## config.mk

```make
export PLATFORM = sky130hd
export DESIGN_NAME = keypad_display_io
export DESIGN_NICKNAME = d
export VERILOG_FILES = /design/src/rtl/keypad_io_pkg.sv /design/src/rtl/sevenseg_mux.sv /design/src/rtl/keypad_display_io.sv
export SDC_FILE = /design/constraint.sdc
export NUM_CORES = 1
export LEC_CHECK = 0
export CAP_MARGIN = 10
export CORE_AREA = 2 2 119 121
export CTS_CLUSTER_DIAMETER = 120
export CTS_CLUSTER_SIZE = 12
export DETAILED_ROUTE_END_ITERATION = 12
export DIE_AREA = 0 0 121 123
export DONT_BUFFER_PORTS = 1
export GPL_ROUTABILITY_DRIVEN = 0
export GPL_TIMING_DRIVEN = 1
export SLEW_MARGIN = 25
export SYNTH_ARGS = -nofsm -noshare
export SYNTH_HDL_FRONTEND = slang
export SYNTH_SLANG_ARGS = --single-unit
```

## constraint.sdc

```tcl
create_clock -name clk -period 9.75 [get_ports clk]
set_input_delay 0.975 -clock clk [delete_from_list [all_inputs] [get_ports clk]]
set_output_delay 0.975 -clock clk [all_outputs]
set_load 0.02 [all_outputs]
```

## src/rtl/keypad_io_pkg.sv

```systemverilog
// Shared constants for keypad_display_io: key map, seven-segment font and
// counter widths.
package keypad_io_pkg;

  localparam int ROW_W   = 2;
  localparam int DIGIT_W = 2;

  // KEY_MAP[row][col]; each 16-bit group is one row, col3 in the top nibble.
  localparam logic [3:0][3:0][3:0] KEY_MAP = 64'hDEF0_C987_B654_A321;

  // Active-high gfedcba patterns, SEG_FONT[n] is the glyph for hex digit n.
  localparam logic [15:0][6:0] SEG_FONT = {
    7'h71, 7'h79, 7'h5E, 7'h39, 7'h7C, 7'h77, 7'h6F, 7'h7F,
    7'h07, 7'h7D, 7'h6D, 7'h66, 7'h4F, 7'h5B, 7'h06, 7'h3F
  };

endpackage

```

## src/rtl/sevenseg_mux.sv

```systemverilog
// Four-digit multiplexed seven-segment driver: refresh counter, digit select
// and hex font decode with registered active-low outputs.
module sevenseg_mux
  import keypad_io_pkg::*;
#(
  parameter int REFRESH_DIV = 50000
) (
  input  logic        clk,
  input  logic        reset,
  input  logic [15:0] value,
  output logic [3:0]  grounds,
  output logic [6:0]  display
);

  localparam logic [31:0] REFRESH_LAST = REFRESH_DIV - 1;

  logic [31:0]        refresh_cnt_reg;
  logic [DIGIT_W-1:0] digit_reg;
  logic [3:0]         nibble;

  assign nibble = value[{digit_reg, 2'b00} +: 4];

  always_ff @(posedge clk or posedge reset) begin
    if (reset) begin
      refresh_cnt_reg <= '0;
      digit_reg       <= '0;
      grounds         <= 4'b1111;
      display         <= 7'b1111111;
    end else begin
      // Outputs follow the current digit index; the index moves on afterwards.
      grounds <= ~(4'b0001 << digit_reg);
      display <= ~SEG_FONT[nibble];
      if (refresh_cnt_reg == REFRESH_LAST) begin
        refresh_cnt_reg <= '0;
        digit_reg       <= digit_reg + 1'b1;
      end else begin
        refresh_cnt_reg <= refresh_cnt_reg + 1'b1;
      end
    end
  end

endmodule

```

## src/rtl/keypad_display_io.sv

```systemverilog
// Keypad scanner with scan-count debounce, CPU read mux and display driver.
// Define KEYPAD_DEBOUNCE_EN for multi-scan debounce; otherwise one scan accepts.
module keypad_display_io
  import keypad_io_pkg::*;
#(
  parameter int SCAN_DIV       = 1000,
  parameter int DEBOUNCE_SCANS = 4,
  parameter int REFRESH_DIV    = 50000
) (
  input  logic        clk,
  input  logic        reset,
  output logic [3:0]  rowwrite,
  input  logic [3:0]  colread,
  input  logic        statusordata,
  input  logic        ack,
  output logic [15:0] keyout,
  input  logic [15:0] seven_seg_data,
  output logic [3:0]  grounds,
  output logic [6:0]  display
);

  localparam logic [31:0] SCAN_LAST = SCAN_DIV - 1;
`ifdef KEYPAD_DEBOUNCE_EN
  localparam logic [31:0] ACCEPT_SCANS = DEBOUNCE_SCANS;
`else
  // DEBOUNCE_SCANS has no effect here: a single sighting is enough.
  localparam logic [31:0] ACCEPT_SCANS = 1 + 0 * DEBOUNCE_SCANS;
`endif

  logic [ROW_W-1:0] row_reg;
  logic [31:0]      scan_cnt_reg;
  logic             found_reg;
  logic [3:0]       cand_reg;
  logic [3:0]       last_reg, last_next;
  logic [31:0]      deb_cnt_reg, deb_cnt_next;
  logic             held_reg, held_next;
  logic [3:0]       keycode_reg;
  logic             valid_reg;

  logic       row_end, scan_end, col_hit, hit, scan_found, accept;
  logic [1:0] col_idx;
  logic [3:0] code_now, scan_code;

  assign rowwrite = ~(4'b0001 << row_reg);
  assign keyout   = statusordata ? {15'b0, valid_reg} : {12'b0, keycode_reg};

  assign row_end  = (scan_cnt_reg == SCAN_LAST);
  assign scan_end = row_end && (row_reg == 2'd3);

  // Lowest active-low column wins.
  always_comb begin
    col_hit = 1'b1;
    col_idx = 2'd0;
    casez (colread)
      4'b???0: col_idx = 2'd0;
      4'b??01: col_idx = 2'd1;
      4'b?011: col_idx = 2'd2;
      4'b0111: col_idx = 2'd3;
      default: col_hit = 1'b0;
    endcase
  end

  assign code_now   = KEY_MAP[row_reg][col_idx];
  assign hit        = row_end && col_hit;
  assign scan_found = found_reg || hit;
  assign scan_code  = found_reg ? cand_reg : code_now;

  // End-of-scan debounce: an empty scan re-arms, a held key never re-accepts.
  always_comb begin
    accept       = 1'b0;
    deb_cnt_next = deb_cnt_reg;
    last_next    = last_reg;
    held_next    = held_reg;
    if (scan_end) begin
      if (!scan_found) begin
        deb_cnt_next = '0;
        held_next    = 1'b0;
      end else if (!held_reg) begin
        if (deb_cnt_reg != '0 && scan_code == last_reg)
          deb_cnt_next = deb_cnt_reg + 1'b1;
        else
          deb_cnt_next = 32'd1;
        last_next = scan_code;
        if (deb_cnt_next >= ACCEPT_SCANS) begin
          accept       = 1'b1;
          held_next    = 1'b1;
          deb_cnt_next = '0;
        end
      end
    end
  end

  always_ff @(posedge clk or posedge reset) begin
    if (reset) begin
      row_reg      <= '0;
      scan_cnt_reg <= '0;
      found_reg    <= 1'b0;
      cand_reg     <= '0;
      last_reg     <= '0;
      deb_cnt_reg  <= '0;
      held_reg     <= 1'b0;
      keycode_reg  <= '0;
      valid_reg    <= 1'b0;
    end else begin
      if (row_end) begin
        scan_cnt_reg <= '0;
        row_reg      <= row_reg + 1'b1;
      end else begin
        scan_cnt_reg <= scan_cnt_reg + 1'b1;
      end
      if (scan_end) begin
        found_reg <= 1'b0;
      end else if (hit && !found_reg) begin
        found_reg <= 1'b1;
        cand_reg  <= code_now;
      end
      deb_cnt_reg <= deb_cnt_next;
      last_reg    <= last_next;
      held_reg    <= held_next;
      // Acceptance beats a simultaneous ack.
      if (accept) begin
        keycode_reg <= scan_code;
        valid_reg   <= 1'b1;
      end else if (ack) begin
        valid_reg <= 1'b0;
      end
    end
  end

  sevenseg_mux #(
    .REFRESH_DIV(REFRESH_DIV)
  ) u_sevenseg (
    .clk     (clk),
    .reset   (reset),
    .value   (seven_seg_data),
    .grounds (grounds),
    .display (display)
  );

endmodule

```

==> results of run 1 <==
==> path summary, 6_finish.rpt <==
| kind | start | to | slack (ns) | cells after the start |
|---|---|---|---|---|
| setup / recovery | scan_cnt_reg[0] | keycode_reg[2] | 6.67 | 8 |
| hold / removal | u_sevenseg.refresh_cnt_reg[0] | u_sevenseg.refresh_cnt_reg[0] | 0.45 | 1 |
| setup reg to reg | scan_cnt_reg[0] | keycode_reg[2] | 6.67 | 8 |
| hold reg to reg | u_sevenseg.refresh_cnt_reg[0] | u_sevenseg.refresh_cnt_reg[0] | 0.45 | 1 |
| max in group asynchronous | reset | deb_cnt_reg[21] | 8.13 | 2 |
| min in group asynchronous | reset | u_sevenseg.refresh_cnt_reg[14] | 0.48 | 1 |
==> cell usage after synthesis (all sizes together) (6+ instances only) <==
cell    instances
clkbuf         10
nand3          35
nor4           29
nor2b          11
and3           18
nand2b          6
o21ai          20
mux2           11
nand4          21
a21oi          14
dfrtp         115
nand2          62
nor2           53
a31oi           8
xor2           26
inv            28
nor3           10
xnor2          42
dfstp          11
and2           32
ha             18
buf            19
==> final cells by class <==
class / count / area (um2) / area share [%]
Clock buffer: 21 / 460 / 6.21
Clock inverter: 11 / 116 / 1.57
Inverter: 28 / 108 / 1.45
Multi-Input combinational cell: 494 / 3330 / 44.9
Sequential cell: 126 / 3170 / 42.7
Tap cell: 180 / 225 / 3.04
Timing Repair Buffer: 1 / 11.3 / 0.152
==> layout by cell type, fill, tap and decap left out, types with 4 or more instances in the layout <==
| master | synthesis | final |
|---|---|---|
| xor2_1 | 26 | 26 |
| nand3_1 | 33 | 33 |
| nand3b_1 | 4 | 4 |
| mux2_2 | 7 | 7 |
| dfrtp_1 | 115 | 115 |
| o21ai_0 | 18 | 18 |
| inv_1 | 28 | 27 |
| ha_1 | 18 | 18 |
| clkbuf_16 | 0 | 17 |
| and4_1 | 4 | 4 |
| nand4_1 | 20 | 20 |
| dfstp_2 | 11 | 11 |
| mux4_2 | 4 | 4 |
| o31ai_1 | 4 | 4 |
| nor3_1 | 9 | 9 |
| nor4_1 | 26 | 25 |
| o2111ai_1 | 4 | 4 |
| nand2_1 | 61 | 61 |
| nor2b_1 | 11 | 11 |
| and3_1 | 17 | 17 |
| nand2b_1 | 6 | 6 |
| nor2_1 | 53 | 53 |
| clkinv_2 | 0 | 5 |
| mux2i_1 | 4 | 4 |
| xnor2_1 | 42 | 42 |
| a31oi_1 | 8 | 8 |
| a21oi_1 | 14 | 14 |
| conb_1 | 1 | 12 |
| and2_1 | 31 | 31 |
==> report_power, final <==
group | internal [mW] | total (mW) | switching (mW) | leakage, nW
clock network | 0.387 | 0.610 | 0.223 | 0.279
registers | 0.528 | 0.532 | 0.00396 | 1.65
logic | 0.00807 | 0.0318 | 0.0237 | 1.33
total | 0.923 | 1.17 | 0.250 | 3.26
==> cells by family after synthesis <==
| kind of cell | Yosys count | share of synthesized area, % |
|---|---|---|
| fa+ha+maj | 18 | 3.35 |
| xor+xnor | 68 | 8.86 |
| flops | 126 | 47.1 |
| simple gates | 301 | 24.7 |
| compound gates | 76 | 7.78 |
| mux | 19 | 3.95 |
| other cells | 1 | 0.0558 |
| buf+inv | 57 | 4.19 |
==> layer usage <==
metal	vias to the layer above	GRT usage (%)
li1	2319	-
met1	2338	25.2
met2	54	30.5
met3	15	5.21
met4	0	6.83
met5	-	0
==> worst register-to-register path: cells and delay by family, from the launching register on <==
family	cells	cell delay, ns
and+or+nand+nor	5	1.61
muxes	1	0.33
DFF	1	0.39
adders and majority gates	1	0.24
AOI/OAI and AO/OA	1	0.39
==> metrics.md, run 1 <==
| Metric | Value |
|---|---|
| Most used DFF post-synth | `dfrtp_1` |
| Most frequent CP cell | `nand2_1` |
| FMAX | `between 300 and 400 MHz` |
| Post-synth top area share | `a little over two fifths` |
| Nets@finish | `710` |
| Post-Syn Area per Cell | `between 10 and 15 um2` |
| Worst-Margin Slew | `approximately 0.9 ns` |
| DR WL/cell | `15.0 um` |
| Clk_skew | `roughly 0.014 ns` |
| Worst skew pair latency | `roughly 0.42 ns` |
| Lkg Pwr | `between 3 and 4 nW` |
| Ranking of synthesized cells by area | `dfrtp_1 (43%), xnor2_1 (5.5%), dfstp_2 (4.3%)` |
| Met3 Wirelength | `roughly 330 um` |
| Yosys reg bits | `around 130` |
| Synth async-reset ratio | `100%` |
| DRT Wirelength | `13.0 mm` |
| Die area | `14,900 um2` |
| Worst EP required | `around 10 ns` |
| Vias in the first global route | `around 4.7k` |
| Unrepaired setup endpoints after global routing | `no` |
| TNS Setup | `0 ns` |
| Overall Global Routing Usage | `19.2%` |
| Fin. Hold Viols | `0` |
| Clk slew on worst S/H paths | `0.06 ns` |
| Initial antenna violation count | `0` |
| Slew Viols, Final | `0` |
| Starting Density | `between 40% and 50%` |
| Area after DPL | `6830 um2` |
| Number of CTS-inserted buffers | `17` |
| Pwr Total | `approximately 1.2 mW` |
| Max-Cap Viols | `0` |
| FILL cells | `roughly 1.2k` |
| Layout cells sized above 1 | `about 11%` |
| Max stage delay on crit path | `around 0.84 ns` |
| Die Wd | `121 um` |
| Met1 wire length | `around 6.1 mm` |
| Buffers & Inverters on Critical Path | `0` |
| CTS sink count | `around 130` |
| Pwr dens | `~160 nW/um2` |
| Dpl ws | `~6.5 ns` |
| Crit. End Element | `flop` |
| Design area | `about 7400 um2` |
| Critical Path AT | `roughly 3.4 ns` |
| Hold WS | `~0.45 ns` |
| Post-layout util | `a little over half` |
| Placed Cells | `829` |
| Cell area after synthesis | `6720 um2` |
| Delay-heaviest family, CP | `simple AND/OR/NAND/NOR gates` |
| Diode count | `0` |
| Hpwl dp | `9.08 mm` |
| Ys Warns | `0` |
| Die span in y | `about 120 um` |
| Worst Setup Slack, final | `around 6.7 ns` |
| DRT Pass-1 Iters | `4` |
| Layout area overhead | `10.4%` |
| Finished Layout Cells | `861` |
| Post-synth top area cell | `dfrtp_1` |
| CP max FO | `19` |
| ANT nets after route | `0` |
| Clk root buf | `clkbuf_16` |
| Final setup fails | `0` |
| Core Area | `around 14,000 um2` |
| Hold Path Class | `flop to flop` |
| Number of buffers added on ports | `0` |
| Register area share after synthesis | `approximately 47%` |
| Wire length on met2 | `~6.3 mm` |
| DRC | `0` |
| Post-synth EDFFs | `0` |
| # rows | `43` |
| Synth cell types | `between 60 and 70` |
| Highest Signal Layer | `met4` |
| Vias | `4,726` |
| Post-CTS sizing | `0` |
| Drt first-iter violations | `roughly 290` |
| Kind of critical path | `flop to flop` |
| Post-Synthesis Cells | `666` |
| CTS tree | `built` |
| CP Launch Type | `flop` |
| Pin count of the biggest net entering global routing | `85` |
| Post-CTS setup buffers | `0` |
| Slowest CP cell | `nor4_4` |
| H-tree depth | `4` |
| Clk buf depth | `2` |
| First-pass GRT wire length | `22.6 mm` |
| Status | `complete, no violations` |
| Hold buffers post-CTS | `0` |
| Slew margin rel. | `38.1%` |
| Period utilization | `about a third` |
| Routed vias/inst | `about 5.5` |
| Worst VDD drop | `roughly 0.13 mV` |
| Total congestion overflow | `0` |
| Ports | `55` |
| Worst-path cell chain | `ha_1 -> nand2_1 -> nor3_1 -> nand2_1 -> nor4_4 -> nand3_1 -> a41oi_4 -> mux2_4` |
| Final worst path period need | `slightly above 3 ns` |
Power figures use the tool's default switching activity.
==> run 2: changes to the inputs <==
- PLACE_DENSITY: default -> 0.67
- clock period: 9.75 -> 2.65 ns (I/O delays scaled with it)
==> metrics.md, run 2 (synthesis gave the netlist of run 1 again) <==
| Metric | Value |
|---|---|
| Status | `finished with violations` |
| Failing checks | `setup timing` |
| CTS sink count | `126 (unchanged)` |
| Clk slew on worst S/H paths | `0.06 ns (about the same)` |
| Max-Cap Viols | `0 (unchanged)` |
| Core Area | `13,600 um2 (unchanged)` |
| Diode count | `0 (unchanged)` |
| Worst-path cell chain | `nand3_4 -> or4_4 -> nor3_4 -> mux2i_1 -> o2111ai_2 -> nor4_4 -> a41oi_4 -> mux2_4` |
| Routed vias/inst | `5.55 (+1.2%)` |
| DR WL/cell | `15.1 um (+0.55%)` |
| CTS tree | `built` |
| DRC | `0 (unchanged)` |
| Drt first-iter violations | `309 (+5.5%)` |
| Hpwl dp | `9.60 mm (+5.7%)` |
| Kind of critical path | `flop to flop` |
| Register area | `3170 um2 (+0.16%)` |
| # rows | `43 (unchanged)` |
| Post-layout util | `57.0% (+2.5 points)` |
| Layout area overhead | `15.5%` |
| CP max FO | `4 (-15)` |
| Overall Global Routing Usage | `19.4% (+0.28 points)` |
| Nets@finish | `745 (+4.9%)` |
| CP Launch Type | `flop` |
| Ports | `55 (unchanged)` |
| Most common cell after layout, fill and taps aside | `dfrtp_1` |
| Initial antenna violation count | `0 (unchanged)` |
| Clk_skew | `0.0114 ns (-0.00266 ns)` |
| Total congestion overflow | `0 (unchanged)` |
| Pwr Total | `4.29 mW (+270%)` |
| WP depth | `8 (unchanged)` |
| TNS Setup | `-0.0697 ns (-0.0697 ns)` |
| Unrepaired setup endpoints after global routing | `yes` |
| Vias | `4,976 (+5.3%)` |
| Worst skew pair latency | `0.43 ns (about the same)` |
| Worst VDD drop | `0.570 mV (+350%)` |
| Final setup fails | `3 (+3)` |
| Clk root buf | `clkbuf_16` |
| Worst-Margin Slew | `0.639 ns (-0.282 ns)` |
| Period utilization | `101% (+69 points)` |
| FILL cells | `1,146 (-3.5%)` |
| Slew Viols, Final | `0 (unchanged)` |
| Setup slack, reg-to-reg | `-0.03 ns (-6.69 ns)` |
| Slowest CP cell | `or4_4` |
| Critical R2R Launch | `deb_cnt_reg[8]` |
| DRT Pass-1 Iters | `4 (unchanged)` |
| Most frequent cells in the layout | `dfrtp_1 (111), nand2_1 (61), nor2_1 (53)` |
| Multi-input logic area | `3390 um2 (+2.0%)` |
| Delay-heaviest family, CP | `simple AND/OR/NAND/NOR gates` |
| Worst setup endpoint | `keycode_reg[0]` |
| FMAX | `374 MHz (+15%)` |
| H-tree depth | `4 (unchanged)` |
| Worst setup startpoint | `deb_cnt_reg[8]` |
| Number of buffers added on ports | `0 (unchanged)` |
| Pin count of the biggest net entering global routing | `71 (-16%)` |
| Critical Path AT | `2.99 ns (-0.39 ns)` |
| Layout cells sized above 1 | `17.5% (+6.2 points)` |
| R2r endpoint | `keycode_reg[0]` |
| Crit. End Element | `flop` |
| Vias in the first global route | `4,901 (+3.4%)` |
| Starting Density | `49.4% (unchanged)` |
| Hold Path Class | `input port to flop` |
| Die Wd | `121 um (unchanged)` |
| Max stage delay on crit path | `0.57 ns (-0.27 ns)` |
| Final worst path period need | `2.68 ns (-0.407 ns)` |
| Number of CTS-inserted buffers | `17 (unchanged)` |
| Slew margin rel. | `57.3% (+19 points)` |
| Worst EP required | `2.96 ns (-7.09 ns)` |
| Fin. Hold Viols | `0 (unchanged)` |
| Buffers & Inverters on Critical Path | `0 (unchanged)` |
| Clk buf depth | `2 (unchanged)` |
| First-pass GRT wire length | `22.9 mm (+1.3%)` |
| ANT nets after route | `0 (unchanged)` |
| Lkg Pwr | `3.46 nW (+5.9%)` |
| DRT Wirelength | `13.6 mm (+4.6%)` |
| Die area | `14,900 um2 (unchanged)` |
| Worst Setup Slack, final | `-0.0251 ns (-6.69 ns)` |
| Register-to-Register Path Depth | `8 (unchanged)` |
| Die span in y | `123 um (unchanged)` |
| Pwr dens | `553 nW/um2 (+250%)` |
==> run 2: per-layer routing <==
metal	track usage (%)	share of wire, %	vias to the layer above
met5	0	0	-
met4	8.36	2.8	0
met2	31.3	49	86
met1	24.3	45	2474
met3	5.90	3.4	30
li1	-	-	2386
==> run 2: final cells by class <==
type                       count  area share (%)
multi-input combinational    494            43.7
sequential                   126            40.9
clock buffer                  20            5.89
timing repair buffer          36            3.76
tap                          180            2.90
clock inverter                12            1.44
inverter                      28            1.40
==> run 2: metrics by stage <==
step | instances | hold slack (ns) | setup slack, ns | cell area, um2
after floorplan | 677 | 0.424 | 0.0546 | 6770
after global placement | 857 | 0.248 | 0.0632 | 7050
after detailed placement | 857 | 0.257 | -0.0115 | 7050
after CTS | 892 | 0.0454 | 0.0105 | 7650
after global routing | 896 | 0.104 | -0.124 | 7760
final | 896 | 0.0600 | -0.0251 | 7760
==> run 2: report_power, final <==
part / total [mW] / switching, mW / internal, mW
combinational: 0.130 / 0.0910 / 0.0394
sequential: 1.96 / 0.0152 / 1.94
clock: 2.20 / 0.861 / 1.34
total: 4.29 / 0.967 / 3.32
==> run 2: worst register-to-register path: cells and delay by family (launching register included) <==
family / cells / cell delay, ns
DFF: 1 / 0.41
muxes: 2 / 0.62
and+or+nand+nor: 4 / 1.15
AOI/OAI and AO/OA: 2 / 0.38
==> run 2: how the worst min path moves through the flow <==
stage                     depth (start not counted)                             end  startpoint  slack (ns)
after floorplan                                   2                       valid_reg         ack        0.42
after global placement                            1  u_sevenseg.refresh_cnt_reg[14]       reset        0.25
after detailed placement                          1  u_sevenseg.refresh_cnt_reg[15]       reset        0.26
after CTS                                         2                     cand_reg[2]  colread[0]        0.05
after global routing                              2                     cand_reg[2]  colread[0]        0.10
final                                             2                     cand_reg[2]  colread[0]        0.06
==> run 2: what timing repair did <==
| item | in CTS | in global routing |
|---|---|---|
| pin swaps | 0 | 9 |
| resized for setup | 3 | 18 |
| endpoints found under the setup margin | 4 | 5 |
| endpoints found under the hold margin | 18 | 0 |
| buffers inserted | 1 | 4 |
| hold buffers | 2 | 0 |
==> run 3: changes to the inputs <==
- CELL_PAD_IN_SITES_DETAIL_PLACEMENT: default -> 1
- CELL_PAD_IN_SITES_GLOBAL_PLACEMENT: default -> 2
- CORE_AREA: 2 2 119 121 -> 2 2 138 140
- DIE_AREA: 0 0 121 123 -> 0 0 140 142
- PLACE_DENSITY: 0.67 -> default
- PLACE_DENSITY_LB_ADDON: default -> 0.1
==> metrics.md, run 3 (synthesis gave the netlist of run 1 again) <==
| Metric | Value |
|---|---|
| ANT nets after route | `0 (unchanged)` |
| CTS sink count | `126 (unchanged)` |
| Status | `finished with violations` |
| Starting Density | `36.4% (-13 points)` |
| Hpwl dp | `11.5 mm (+20%)` |
| Worst-Margin Slew | `0.691 ns (+0.0513 ns)` |
| CP Launch Type | `flop` |
| Slew margin rel. | `54.0% (-3.3 points)` |
| Core Area | `18,500 um2 (+36%)` |
| FMAX | `385 MHz (+3.1%)` |
| DR WL/cell | `16.6 um (+9.5%)` |
| Total congestion overflow | `0 (unchanged)` |
| Period utilization | `97.9% (-3.1 points)` |
| Clk_skew | `0.0100 ns (-0.00140 ns)` |
| Pin count of the biggest net entering global routing | `127 (+79%)` |
| Unrepaired setup endpoints after global routing | `yes` |
| DRT Wirelength | `16.0 mm (+18%)` |
| Crit. End Element | `flop` |
| Hold Path Class | `input port to flop` |
| Clk buf depth | `2 (unchanged)` |
| CTS tree | `built` |
| Overall Global Routing Usage | `17.2% (-2.3 points)` |
| Most common cell after layout, fill and taps aside | `dfrtp_1` |
| Worst EP required | `2.96 ns (about the same)` |
| Nets@finish | `763 (+2.4%)` |
| Drt first-iter violations | `192 (-38%)` |
| Pwr dens | `557 nW/um2 (+0.81%)` |
| Max-Cap Viols | `0 (unchanged)` |
| Setup slack, reg-to-reg | `0.06 ns (+0.08 ns)` |
| DRT Pass-1 Iters | `10 (+6)` |
| Fin. Hold Viols | `0 (unchanged)` |
| Final worst path period need | `2.59 ns (-0.0808 ns)` |
| Die span in y | `142 um (+15%)` |
| Die area | `19,900 um2 (+34%)` |
| Vias | `5,015 (+0.78%)` |
| Worst skew pair latency | `0.42 ns (about the same)` |
| Vias in the first global route | `5,448 (+11%)` |
| Initial antenna violation count | `0 (unchanged)` |
| Kind of critical path | `flop to flop` |
| Lkg Pwr | `3.57 nW (+3.4%)` |
| Clk slew on worst S/H paths | `0.06 ns (about the same)` |
| First-pass GRT wire length | `27.5 mm (+20%)` |
| Finished Layout Cells | `968 (+8.0%)` |
| DRC | `1 (+1)` |
| Clk root buf | `clkbuf_16` |
| Number of CTS-inserted buffers | `17 (unchanged)` |
| Slew Viols, Final | `0 (unchanged)` |
| Number of buffers added on ports | `0 (unchanged)` |
| Diode count | `0 (unchanged)` |
| Post-layout util | `43.6% (-13 points)` |
| H-tree depth | `4 (unchanged)` |
| Routed vias/inst | `5.18 (-6.7%)` |
| Final setup fails | `0 (-3)` |
| CP max FO | `5 (+1)` |
| Placed Cells | `928 (+8.3%)` |
| Ports | `55 (unchanged)` |
| Most frequent cells in the layout | `dfrtp_1 (112), nand2_1 (61), nor2_1 (51)` |
| # rows | `50 (+16%)` |
| Layout cells sized above 1 | `21.0% (+3.5 points)` |
| Die Wd | `140 um (+16%)` |
| Layout area overhead | `19.7%` |
| Worst VDD drop | `0.425 mV (-25%)` |
| Failing checks | `DRC` |
| Critical Path AT | `2.90 ns (-0.09 ns)` |
-- run 3: metrics by stage --
| stage | setup slack (ns) | power, mW | hold slack [ns] | cell area [um2] | setup TNS [ns] |
|---|---|---|---|---|---|
| after floorplan | 0.0546 | 2.10 | 0.424 | 6770 | 0 |
| after global placement | -0.0260 | 2.12 | 0.397 | 7250 | -0.0776 |
| after detailed placement | -0.0512 | 2.12 | 0.408 | 7250 | -0.199 |
| after CTS | 0.00756 | 4.55 | 0.00428 | 7950 | 0 |
| after global routing | -0.0562 | 4.64 | 0.0137 | 8040 | -0.184 |
| final | 0.0558 | 4.48 | 0.0148 | 8040 | 0 |
-- run 3: timing repair --
action                                 in CTS  in global routing
gates resized for setup                    13                 21
endpoints found under the hold margin     115                  0
buffers inserted                            4                  4
hold buffers                                1                  0
setup endpoints to repair                   5                  5
pin swaps                                   6                 10
-- run 3: worst max-delay path, cell delays in order, from the launching register on --
cell and delay, ns:
dfrtp_1 0.39, nand3_4 0.10, or4_4 0.58, buf_6 0.16, o31ai_2 0.22, nand2_1 0.14
o211ai_1 0.18, nor4_4 0.10, a41oi_4 0.29, mux2_4 0.33
-- run 3: cell type report --
cell class | instances | area, um2
Inverter | 28 | 109
Timing Repair Buffer | 54 | 432
Multi-Input combinational cell | 494 | 3440
Tap cell | 234 | 293
Clock buffer | 19 | 433
Fill cell | 2034 | 10400
Clock inverter | 13 | 166
Sequential cell | 126 | 3170
-- run 3: path summary, 6_finish.rpt --
check                                         startpoint                       endpoint  depth (start not counted)
min                                                  ack                      valid_reg                          2
min in group asynchronous                          reset               scan_cnt_reg[26]                          3
min reg2reg                u_sevenseg.refresh_cnt_reg[0]  u_sevenseg.refresh_cnt_reg[0]                          1
max                                       deb_cnt_reg[7]                 keycode_reg[0]                          9
max in group asynchronous                          reset                deb_cnt_reg[12]                          3
max reg2reg                               deb_cnt_reg[7]                 keycode_reg[0]                          9
-- run 3: metal layers --
metal / vias to the layer above / wire length [um] / track usage, % / share of wire, %
met5: - / 0 / 0 / 0
li1: 2419 / - / - / -
met2: 54 / 7930 / 29.5 / 49
met3: 17 / 386 / 3.03 / 2.4
met4: 0 / 240 / 5.48 / 1.5
met1: 2525 / 7480 / 22.3 / 47
-- run 3: where the power goes --
part	internal, mW	leakage (nW)	switching [mW]
registers	1.94	1.65	0.0148
logic	0.0383	1.64	0.0927
clock network	1.48	0.284	0.910
total	3.46	3.57	1.02
